--- config.mk ---
export PLATFORM = sky130hd
export DESIGN_NAME = strela_csr_ctrl
export DESIGN_NICKNAME = d
export VERILOG_FILES = /design/src/rtl/strela_csr_ctrl.sv
export SDC_FILE = /design/constraint.sdc
export NUM_CORES = 1
export LEC_CHECK = 0
export ABC_AREA = 1
export CAP_MARGIN = 20
export CORE_AREA = 2 2 277 279
export DETAILED_ROUTE_END_ITERATION = 16
export DIE_AREA = 0 0 279 281
export DONT_BUFFER_PORTS = 1
export SETUP_SLACK_MARGIN = 0.02
export SLEW_MARGIN = 40
export SYNTH_ARGS = -nofsm -noshare
export SYNTH_HDL_FRONTEND = slang
export SYNTH_SLANG_ARGS = --single-unit
--- constraint.sdc ---
create_clock -name clk_i -period 8 [get_ports clk_i]
set_clock_uncertainty 0.15 [all_clocks]
set_input_delay 1.6 -clock clk_i [delete_from_list [all_inputs] [get_ports clk_i]]
set_output_delay 1.6 -clock clk_i [all_outputs]
set_load 0.01 [all_outputs]
--- src/rtl/strela_csr_ctrl.sv ---
// STRELA CGRA control/status registers: stream descriptors, IDLE/CONFIG/EXEC sequencer,
// sticky done flags with W1C, masked interrupt and bus error reporting.
package strela_csr_pkg;
   typedef struct packed {
      logic [31:0] addr;
      logic        write;
      logic [31:0] wdata;
      logic [3:0]  wstrb;
      logic        valid;
   } reg_req_t;

   typedef struct packed {
      logic [31:0] rdata;
      logic        error;
      logic        ready;
   } reg_rsp_t;
endpackage

module strela_csr_ctrl #(
   parameter type         reg_req_t = strela_csr_pkg::reg_req_t,
   parameter type         reg_rsp_t = strela_csr_pkg::reg_rsp_t,
   parameter int unsigned N_IN      = 4,
   parameter int unsigned N_OUT     = 4
) (
   input  logic                     clk_i,
   input  logic                     rst_ni,
   input  reg_req_t                 reg_req_i,
   output reg_rsp_t                 reg_rsp_o,
   output logic [N_IN-1:0][31:0]    data_input_addr_o,
   output logic [N_IN-1:0][15:0]    data_input_size_o,
   output logic [N_IN-1:0][15:0]    data_input_stride_o,
   output logic [N_OUT-1:0][31:0]   data_output_addr_o,
   output logic [N_OUT-1:0][15:0]   data_output_size_o,
   output logic [31:0]              data_config_addr_o,
   output logic [15:0]              data_config_size_o,
   input  logic                     done_config_i,
   input  logic                     done_exec_output_i,
   output logic                     load_configuration_o,
   output logic                     start_execution_o,
   output logic                     clear_cgra_o,
   output logic                     reset_state_machines_o,
   input  logic [31:0]              cycle_count_load_config_i,
   input  logic [31:0]              cycle_count_execute_i,
   input  logic [31:0]              cycle_count_stall_i,
   output logic                     irq_o
);
   localparam int unsigned DATA_W = 32;
   localparam int unsigned SIZE_W = 16;

   typedef enum logic [1:0] {S_IDLE, S_CONFIG, S_EXEC} state_e;

   state_e                        r_state, w_state_nxt;
   logic                          r_auto, w_auto_nxt;
   logic                          r_done_cfg, w_done_cfg_nxt;
   logic                          r_done_exec, w_done_exec_nxt;
   logic                          r_load, r_start, r_clear, r_rsm;
   logic                          w_load_nxt, w_start_nxt, w_clear_nxt, w_rsm_nxt;
   logic [1:0]                    r_irq_en;
   logic                          r_irq;
   logic [DATA_W-1:0]             r_cfg_addr;
   logic [SIZE_W-1:0]             r_cfg_size;
   logic [N_IN-1:0][DATA_W-1:0]   r_in_addr;
   logic [N_IN-1:0][DATA_W-1:0]   r_in_ss;
   logic [N_OUT-1:0][DATA_W-1:0]  r_out_addr;
   logic [N_OUT-1:0][SIZE_W-1:0]  r_out_size;

   logic [11:0]       w_off;
   logic [4:0]        w_idx;
   logic              w_aligned, w_hit_ctrl, w_hit_status, w_hit_irqen, w_hit_cfga, w_hit_cfgs;
   logic              w_hit_in, w_hit_out, w_hit_perf, w_hit_desc, w_mapped;
   logic              w_wr, w_err, w_wr_ok, w_ctrl_we, w_stat_we;
   logic [DATA_W-1:0] w_rdata;
   logic              w_unused_ok;

   // Byte-enable merge of a write into an existing register value
   function automatic logic [31:0] f_merge(input logic [31:0] old_v, input logic [31:0] new_v,
                                           input logic [3:0] be);
      logic [31:0] res;
      for (int b = 0; b < 4; b++) res[8*b +: 8] = be[b] ? new_v[8*b +: 8] : old_v[8*b +: 8];
      return res;
   endfunction

   assign w_off        = reg_req_i.addr[11:0];
   assign w_idx        = w_off[7:3];
   assign w_aligned    = (w_off[1:0] == 2'b00);
   assign w_hit_ctrl   = (w_off == 12'h000);
   assign w_hit_status = (w_off == 12'h004);
   assign w_hit_irqen  = (w_off == 12'h008);
   assign w_hit_cfga   = (w_off == 12'h00C);
   assign w_hit_cfgs   = (w_off == 12'h010);
   assign w_hit_in     = w_aligned && (w_off[11:8] == 4'h1) && (32'(w_idx) < N_IN);
   assign w_hit_out    = w_aligned && (w_off[11:8] == 4'h2) && (32'(w_idx) < N_OUT);
   assign w_hit_perf   = (w_off == 12'h300) || (w_off == 12'h304) || (w_off == 12'h308);
   assign w_hit_desc   = w_hit_cfga || w_hit_cfgs || w_hit_in || w_hit_out;
   assign w_mapped     = w_hit_ctrl || w_hit_status || w_hit_irqen || w_hit_desc || w_hit_perf;
   assign w_wr         = reg_req_i.valid && reg_req_i.write;
   // Descriptors are frozen while the fabric is configuring or running
   assign w_err        = reg_req_i.valid && (!w_mapped || (reg_req_i.write &&
                         (w_hit_perf || (w_hit_desc && (r_state != S_IDLE)))));
   assign w_wr_ok      = w_wr && !w_err;
   assign w_ctrl_we    = w_wr_ok && w_hit_ctrl && reg_req_i.wstrb[0];
   assign w_stat_we    = w_wr_ok && w_hit_status && reg_req_i.wstrb[0];
   assign w_unused_ok  = ^reg_req_i.addr[31:12];

   always_comb begin
      w_rdata = '0;
      if (w_hit_status) w_rdata = {28'b0, r_done_exec, r_done_cfg, r_state == S_EXEC, r_state == S_CONFIG};
      if (w_hit_irqen)  w_rdata = {30'b0, r_irq_en};
      if (w_hit_cfga)   w_rdata = r_cfg_addr;
      if (w_hit_cfgs)   w_rdata = {16'b0, r_cfg_size};
      for (int i = 0; i < N_IN; i++)
         if (w_hit_in && (w_idx == 5'(i))) w_rdata = w_off[2] ? r_in_ss[i] : r_in_addr[i];
      for (int i = 0; i < N_OUT; i++)
         if (w_hit_out && (w_idx == 5'(i))) w_rdata = w_off[2] ? {16'b0, r_out_size[i]} : r_out_addr[i];
      if (w_off == 12'h300) w_rdata = cycle_count_load_config_i;
      if (w_off == 12'h304) w_rdata = cycle_count_execute_i;
      if (w_off == 12'h308) w_rdata = cycle_count_stall_i;
   end

   always_comb begin
      reg_rsp_o       = '0;
      reg_rsp_o.ready = 1'b1;
      reg_rsp_o.error = w_err;
      reg_rsp_o.rdata = w_err ? '0 : w_rdata;
   end

   // Sequencer next state, sticky flags and command pulses
   always_comb begin
      w_state_nxt     = r_state;
      w_auto_nxt      = r_auto;
      w_done_cfg_nxt  = r_done_cfg;
      w_done_exec_nxt = r_done_exec;
      w_load_nxt      = 1'b0;
      w_start_nxt     = 1'b0;
      w_clear_nxt     = 1'b0;
      w_rsm_nxt       = 1'b0;
      if (w_stat_we && reg_req_i.wdata[2]) w_done_cfg_nxt  = 1'b0;
      if (w_stat_we && reg_req_i.wdata[3]) w_done_exec_nxt = 1'b0;
      if (w_ctrl_we && (reg_req_i.wdata[1] || reg_req_i.wdata[4])) begin
         w_clear_nxt = reg_req_i.wdata[1];
         w_rsm_nxt   = reg_req_i.wdata[4];
         w_state_nxt = S_IDLE;
         w_auto_nxt  = 1'b0;
      end else begin
         case (r_state)
            S_IDLE: begin
               if (w_ctrl_we && reg_req_i.wdata[2]) begin
                  w_load_nxt  = 1'b1;
                  w_auto_nxt  = reg_req_i.wdata[3];
                  w_state_nxt = S_CONFIG;
               end else if (w_ctrl_we && reg_req_i.wdata[0]) begin
                  w_start_nxt = 1'b1;
                  w_state_nxt = S_EXEC;
               end
            end
            S_CONFIG: begin
               if (done_config_i) begin
                  w_done_cfg_nxt = 1'b1;
                  w_auto_nxt     = 1'b0;
                  w_start_nxt    = r_auto;
                  w_state_nxt    = r_auto ? S_EXEC : S_IDLE;
               end
            end
            S_EXEC: begin
               if (done_exec_output_i) begin
                  w_done_exec_nxt = 1'b1;
                  w_state_nxt     = S_IDLE;
               end
            end
            default: w_state_nxt = S_IDLE;
         endcase
      end
   end

   always_ff @(posedge clk_i or negedge rst_ni) begin
      if (!rst_ni) begin
         r_state     <= S_IDLE;
         r_auto      <= 1'b0;
         r_done_cfg  <= 1'b0;
         r_done_exec <= 1'b0;
         r_load      <= 1'b0;
         r_start     <= 1'b0;
         r_clear     <= 1'b0;
         r_rsm       <= 1'b0;
         r_irq       <= 1'b0;
      end else begin
         r_state     <= w_state_nxt;
         r_auto      <= w_auto_nxt;
         r_done_cfg  <= w_done_cfg_nxt;
         r_done_exec <= w_done_exec_nxt;
         r_load      <= w_load_nxt;
         r_start     <= w_start_nxt;
         r_clear     <= w_clear_nxt;
         r_rsm       <= w_rsm_nxt;
         r_irq       <= |({r_done_exec, r_done_cfg} & r_irq_en);
      end
   end

   always_ff @(posedge clk_i or negedge rst_ni) begin
      if (!rst_ni) begin
         r_irq_en   <= '0;
         r_cfg_addr <= '0;
         r_cfg_size <= '0;
         r_in_addr  <= '0;
         r_in_ss    <= '0;
         r_out_addr <= '0;
         r_out_size <= '0;
      end else if (w_wr_ok) begin
         if (w_hit_irqen && reg_req_i.wstrb[0]) r_irq_en <= reg_req_i.wdata[1:0];
         if (w_hit_cfga) r_cfg_addr <= f_merge(r_cfg_addr, reg_req_i.wdata, reg_req_i.wstrb);
         if (w_hit_cfgs) r_cfg_size <= 16'(f_merge({16'b0, r_cfg_size}, reg_req_i.wdata, reg_req_i.wstrb));
         for (int i = 0; i < N_IN; i++) begin
            if (w_hit_in && (w_idx == 5'(i)) && !w_off[2])
               r_in_addr[i] <= f_merge(r_in_addr[i], reg_req_i.wdata, reg_req_i.wstrb);
            if (w_hit_in && (w_idx == 5'(i)) && w_off[2])
               r_in_ss[i] <= f_merge(r_in_ss[i], reg_req_i.wdata, reg_req_i.wstrb);
         end
         for (int i = 0; i < N_OUT; i++) begin
            if (w_hit_out && (w_idx == 5'(i)) && !w_off[2])
               r_out_addr[i] <= f_merge(r_out_addr[i], reg_req_i.wdata, reg_req_i.wstrb);
            if (w_hit_out && (w_idx == 5'(i)) && w_off[2])
               r_out_size[i] <= 16'(f_merge({16'b0, r_out_size[i]}, reg_req_i.wdata, reg_req_i.wstrb));
         end
      end
   end

   for (genvar g = 0; g < N_IN; g++) begin : g_in_ss
      assign data_input_size_o[g]   = r_in_ss[g][15:0];
      assign data_input_stride_o[g] = r_in_ss[g][31:16];
   end

   assign data_input_addr_o      = r_in_addr;
   assign data_output_addr_o     = r_out_addr;
   assign data_output_size_o     = r_out_size;
   assign data_config_addr_o     = r_cfg_addr;
   assign data_config_size_o     = r_cfg_size;
   assign load_configuration_o   = r_load;
   assign start_execution_o      = r_start;
   assign clear_cgra_o           = r_clear;
   assign reset_state_machines_o = r_rsm;
   assign irq_o                  = r_irq;
endmodule

==> summary.txt <==
Die Width = 279 um
portion of total power attributed to combinational logic = 2.6%
mean instance size in the synthesized netlist = 7.99 um^2
DIE HEIGHT = 281 um
family of cells with the greatest summed delay on the critical path = simple AND/OR/NAND/NOR gates
buffers inserted by post-CTS timing repair = 0
Post-Place Cells = 3945
most frequent standard cell in the layout excluding fill and tap cells = sky130_fd_sc_hd__nand2_1
clock buffers created by TritonCTS = 58
placer's final routability congestion estimate = 0.927
post-detailed-route wirelength per cell = 25.9 um
final instance area = 27600 um^2
HPWL reported at the end of detailed placement = 77700 um
slew margin rel. = 41.5%
total nets after synthesis = 3296
proportion of power drawn by the clock network = 51.6%
clock tree from TritonCTS = built
area of combinational cells with multiple inputs = 10100 um^2
combined global-route utilization of all metal layers = 25.9%
Crit path arrival time = 5.23 ns
number of flops mapped to enable cells by yosys = 0
cell count after synthesis = 3126
warning count from the yosys run = 0
async set or reset register ratio after synthesis = 100%
antenna violations before repair = 5
setup repair after global routing missed its margin = no
number of synthesized register bits = 508
CTS H-tree depth = 2
standard-cell rows = 101
DRC Markers = 0
DR pass1 iterations = 8
required time of the critical path = 6.25 ns
Die Footprint = 78400 um^2
First DRT Iteration DRCs = 2321
wire length of the first global-routing pass = 148000 um
f_max = 0.143 GHz
most frequent cell on the critical path = sky130_fd_sc_hd__nand2_1
run status = finished, final reports clean
total core area = 75400 um^2
number of pins exceeding their max-slew limit in the final report = 0
num ports = 705
ratio of cells with drive above 1 in the final layout = 8.34%
type of the setup path with the least slack = input port to output pin
critical path fanouts, max = 22
maximum root-to-sink buffer count = 3
synth unique cells = 39
simple-gate share of the synthesized area = 23.5%
clk slew on worst S/H paths = 0.05 ns
cell area reported after detailed placement = 25400 um^2
worst-skew pair later-pin latency = 0.64 ns
Placement Setup Slack = 0.970 ns
Switch Pwr = 1.30 mW
minimum clock period = 6.98 ns
clk sink count = 508
min setup slack post-route = 1.02 ns
buffering stage count on the worst path with inverters included = 1
Sw Share = 23.2%
Setup crit end kind = output pin
# fillers = 7820
largest stage delay on the critical path = 0.47 ns
Flop pwr share = 45.8%
vias in the first global route = 19717
top library cells by usage in the layout, fill and taps aside = sky130_fd_sc_hd__nand2_1, sky130_fd_sc_hd__dfrtp_1, sky130_fd_sc_hd__o21ai_0, sky130_fd_sc_hd__inv_1, sky130_fd_sc_hd__o21ai_1
primary flip-flop cell chosen by synthesis mapping = sky130_fd_sc_hd__dfrtp_1
setup tns final = 0 ns
Via density = 5.39
number of gates resized after cts = 0
post-route non-filler standard cell count = 4060
max_cap viols = 0
aggregate global routing overflow = 0
Total Routed Length = 105000 um
Hold WS = 0.360 ns
share of the synthesized area in compound gates (AO/OA/AOI/OAI) = 16.7%
detailed-route via count = 21898
portion of the clock cycle consumed by the worst path in the final layout = 87.3%
power density normalized to cell area = 204 nW/um^2
area growth from synthesis to layout = 10.4%
highest ir drop seen on vdd = 171 uV
Final Hold Fails = 0
cell internal pwr = 4.31 mW
transition time at the pin with the least slew margin = 0.876 ns
series of cell instances along the critical path = nor2_2, nand3_1, nor2_1, nand2_4, nor2_4, inv_1, o22ai_1, o21ai_0, nand2_1, nand2_1, nand2_1, nand2_1, nand2_1, nand4_1, o21ai_0, a21oi_1
post-synthesis cell area = 25000 um^2
Initial Utilization = 33.1%
net total in the final layout = 3201
number of buffers added on ports = 0
type of the most critical hold path = flop to flop
leakage component of the power = 13.5 nW
CP startpoint kind = input port
largest net degree at the start of global routing = 509
main combinational cell family by area after synthesis = simple AND/OR/NAND/NOR gates
number of failing setup endpoints in the final timing report = 0
part of the Yosys area used for sequential elements = 50.9%
antenna violation net count after detailed routing = 0
multiplexer share of the synthesized area = 0%
Clock Root Buffer = sky130_fd_sc_hd__clkbuf_16
XOR/XNOR share of the synthesized area = 0%
slowest stage cell, crit path = sky130_fd_sc_hd__inv_1
area used by sequential logic in the layout = 12700 um^2
number of buffers inserted for hold repair after clock tree synthesis = 0
Post-Synth Adder-Cell Area = 0%
## area by class of cell
type / instances / share of cell area, %
diodes: 2 / 0.0182
clock buffers: 83 / 6.23
clock inverters: 26 / 1.32
inverters: 300 / 4.10
multi-input cells: 2126 / 36.5
flip-flops and latches: 508 / 46.1
well taps: 978 / 4.44
repair buffers: 37 / 1.30
## layer usage
| layer | up-vias | GRT usage, % | share of wire [%] |
|---|---|---|---|
| met2 | 1057 | 40.7 | 46 |
| met4 | 0 | 9.35 | 3.7 |
| met3 | 182 | 6.13 | 8.7 |
| li1 | 10001 | - | - |
| met1 | 10658 | 34.8 | 42 |
| met5 | - | 0 | 0 |
## cell usage after synthesis, drive strengths merged (29+ instances only)
| cell | instances | share of area [%] |
|---|---|---|
| nor3 | 34 | 0.70 |
| buf | 111 | 3.2 |
| nand2 | 1111 | 18 |
| a21oi | 33 | 0.66 |
| nand3 | 73 | 1.5 |
| nor2 | 112 | 2.3 |
| clkbuf | 81 | 1.2 |
| o21ai | 566 | 11 |
| dfrtp | 508 | 51 |
| inv | 298 | 4.5 |
| nand4 | 29 | 0.73 |
| o22ai | 128 | 3.2 |
## path summary, 6_finish.rpt
path	cells past startpoint	slack, ns	startpoint	to
setup / recovery	16	1.02	reg_req_i[39]	reg_rsp_o[22]
hold / removal	2	0.36	r_auto	r_auto
setup reg to reg	8	4.23	r_state[1]	data_input_stride_o[15]
hold reg to reg	2	0.36	r_auto	r_auto
max in group asynchronous	3	5.28	rst_ni	data_input_stride_o[1]
min in group asynchronous	0	0.49	rst_ni	data_input_addr_o[6]
## power groups by stage
stage	Combinational (mW)	Sequential, mW	Clock (mW)
after floorplan	0.0602	2.62	0
after CTS	0.0980	2.57	2.93
after global routing	0.162	2.57	3.03
final	0.148	2.57	2.89
after global placement	0.0974	2.62	0
after detailed placement	0.0976	2.62	0
## kinds of logic after synthesis
| logic type | count (synthesis) |
|---|---|
| other | 1 |
| buffers and inverters | 492 |
| flip-flops | 508 |
| AO/OA/AOI/OAI | 764 |
| AND/OR/NAND/NOR | 1361 |
## worst register-to-register path: stages, from the launching register on
cell and delay [ns]:
sky130_fd_sc_hd__dfrtp_1 0.41, sky130_fd_sc_hd__nor2_1 0.34, sky130_fd_sc_hd__a41oi_1 0.08, sky130_fd_sc_hd__o21ai_0 0.14, sky130_fd_sc_hd__and2_2 0.58, sky130_fd_sc_hd__nand2_8 0.26, sky130_fd_sc_hd__nor2_4 0.74, sky130_fd_sc_hd__nand2_1 0.62
sky130_fd_sc_hd__o21ai_0 0.35
## state kept, by name (all words and copies together), names as in the netlist
register	flops
data_config_addr_o	32
irq_o	1
load_configuration_o	1
r_auto	1
start_execution_o	1
r_done_cfg	1
r_done_exec	1
data_config_size_o	16
data_input_size_o	64
r_state	2
reset_state_machines_o	1
data_input_addr_o	128
data_output_addr_o	128
data_output_size_o	64
clear_cgra_o	1
data_input_stride_o	64
r_irq_en	2
## stage by stage
step | utilization [%] | total power [mW]
floorplan | - | 2.68
global placement | 33.6 | 2.72
detailed placement | 33.6 | 2.72
CTS | 36.4 | 5.60
global route | 36.5 | 5.76
finish | 36.5 | 5.61
Power figures use the tool's default switching activity.
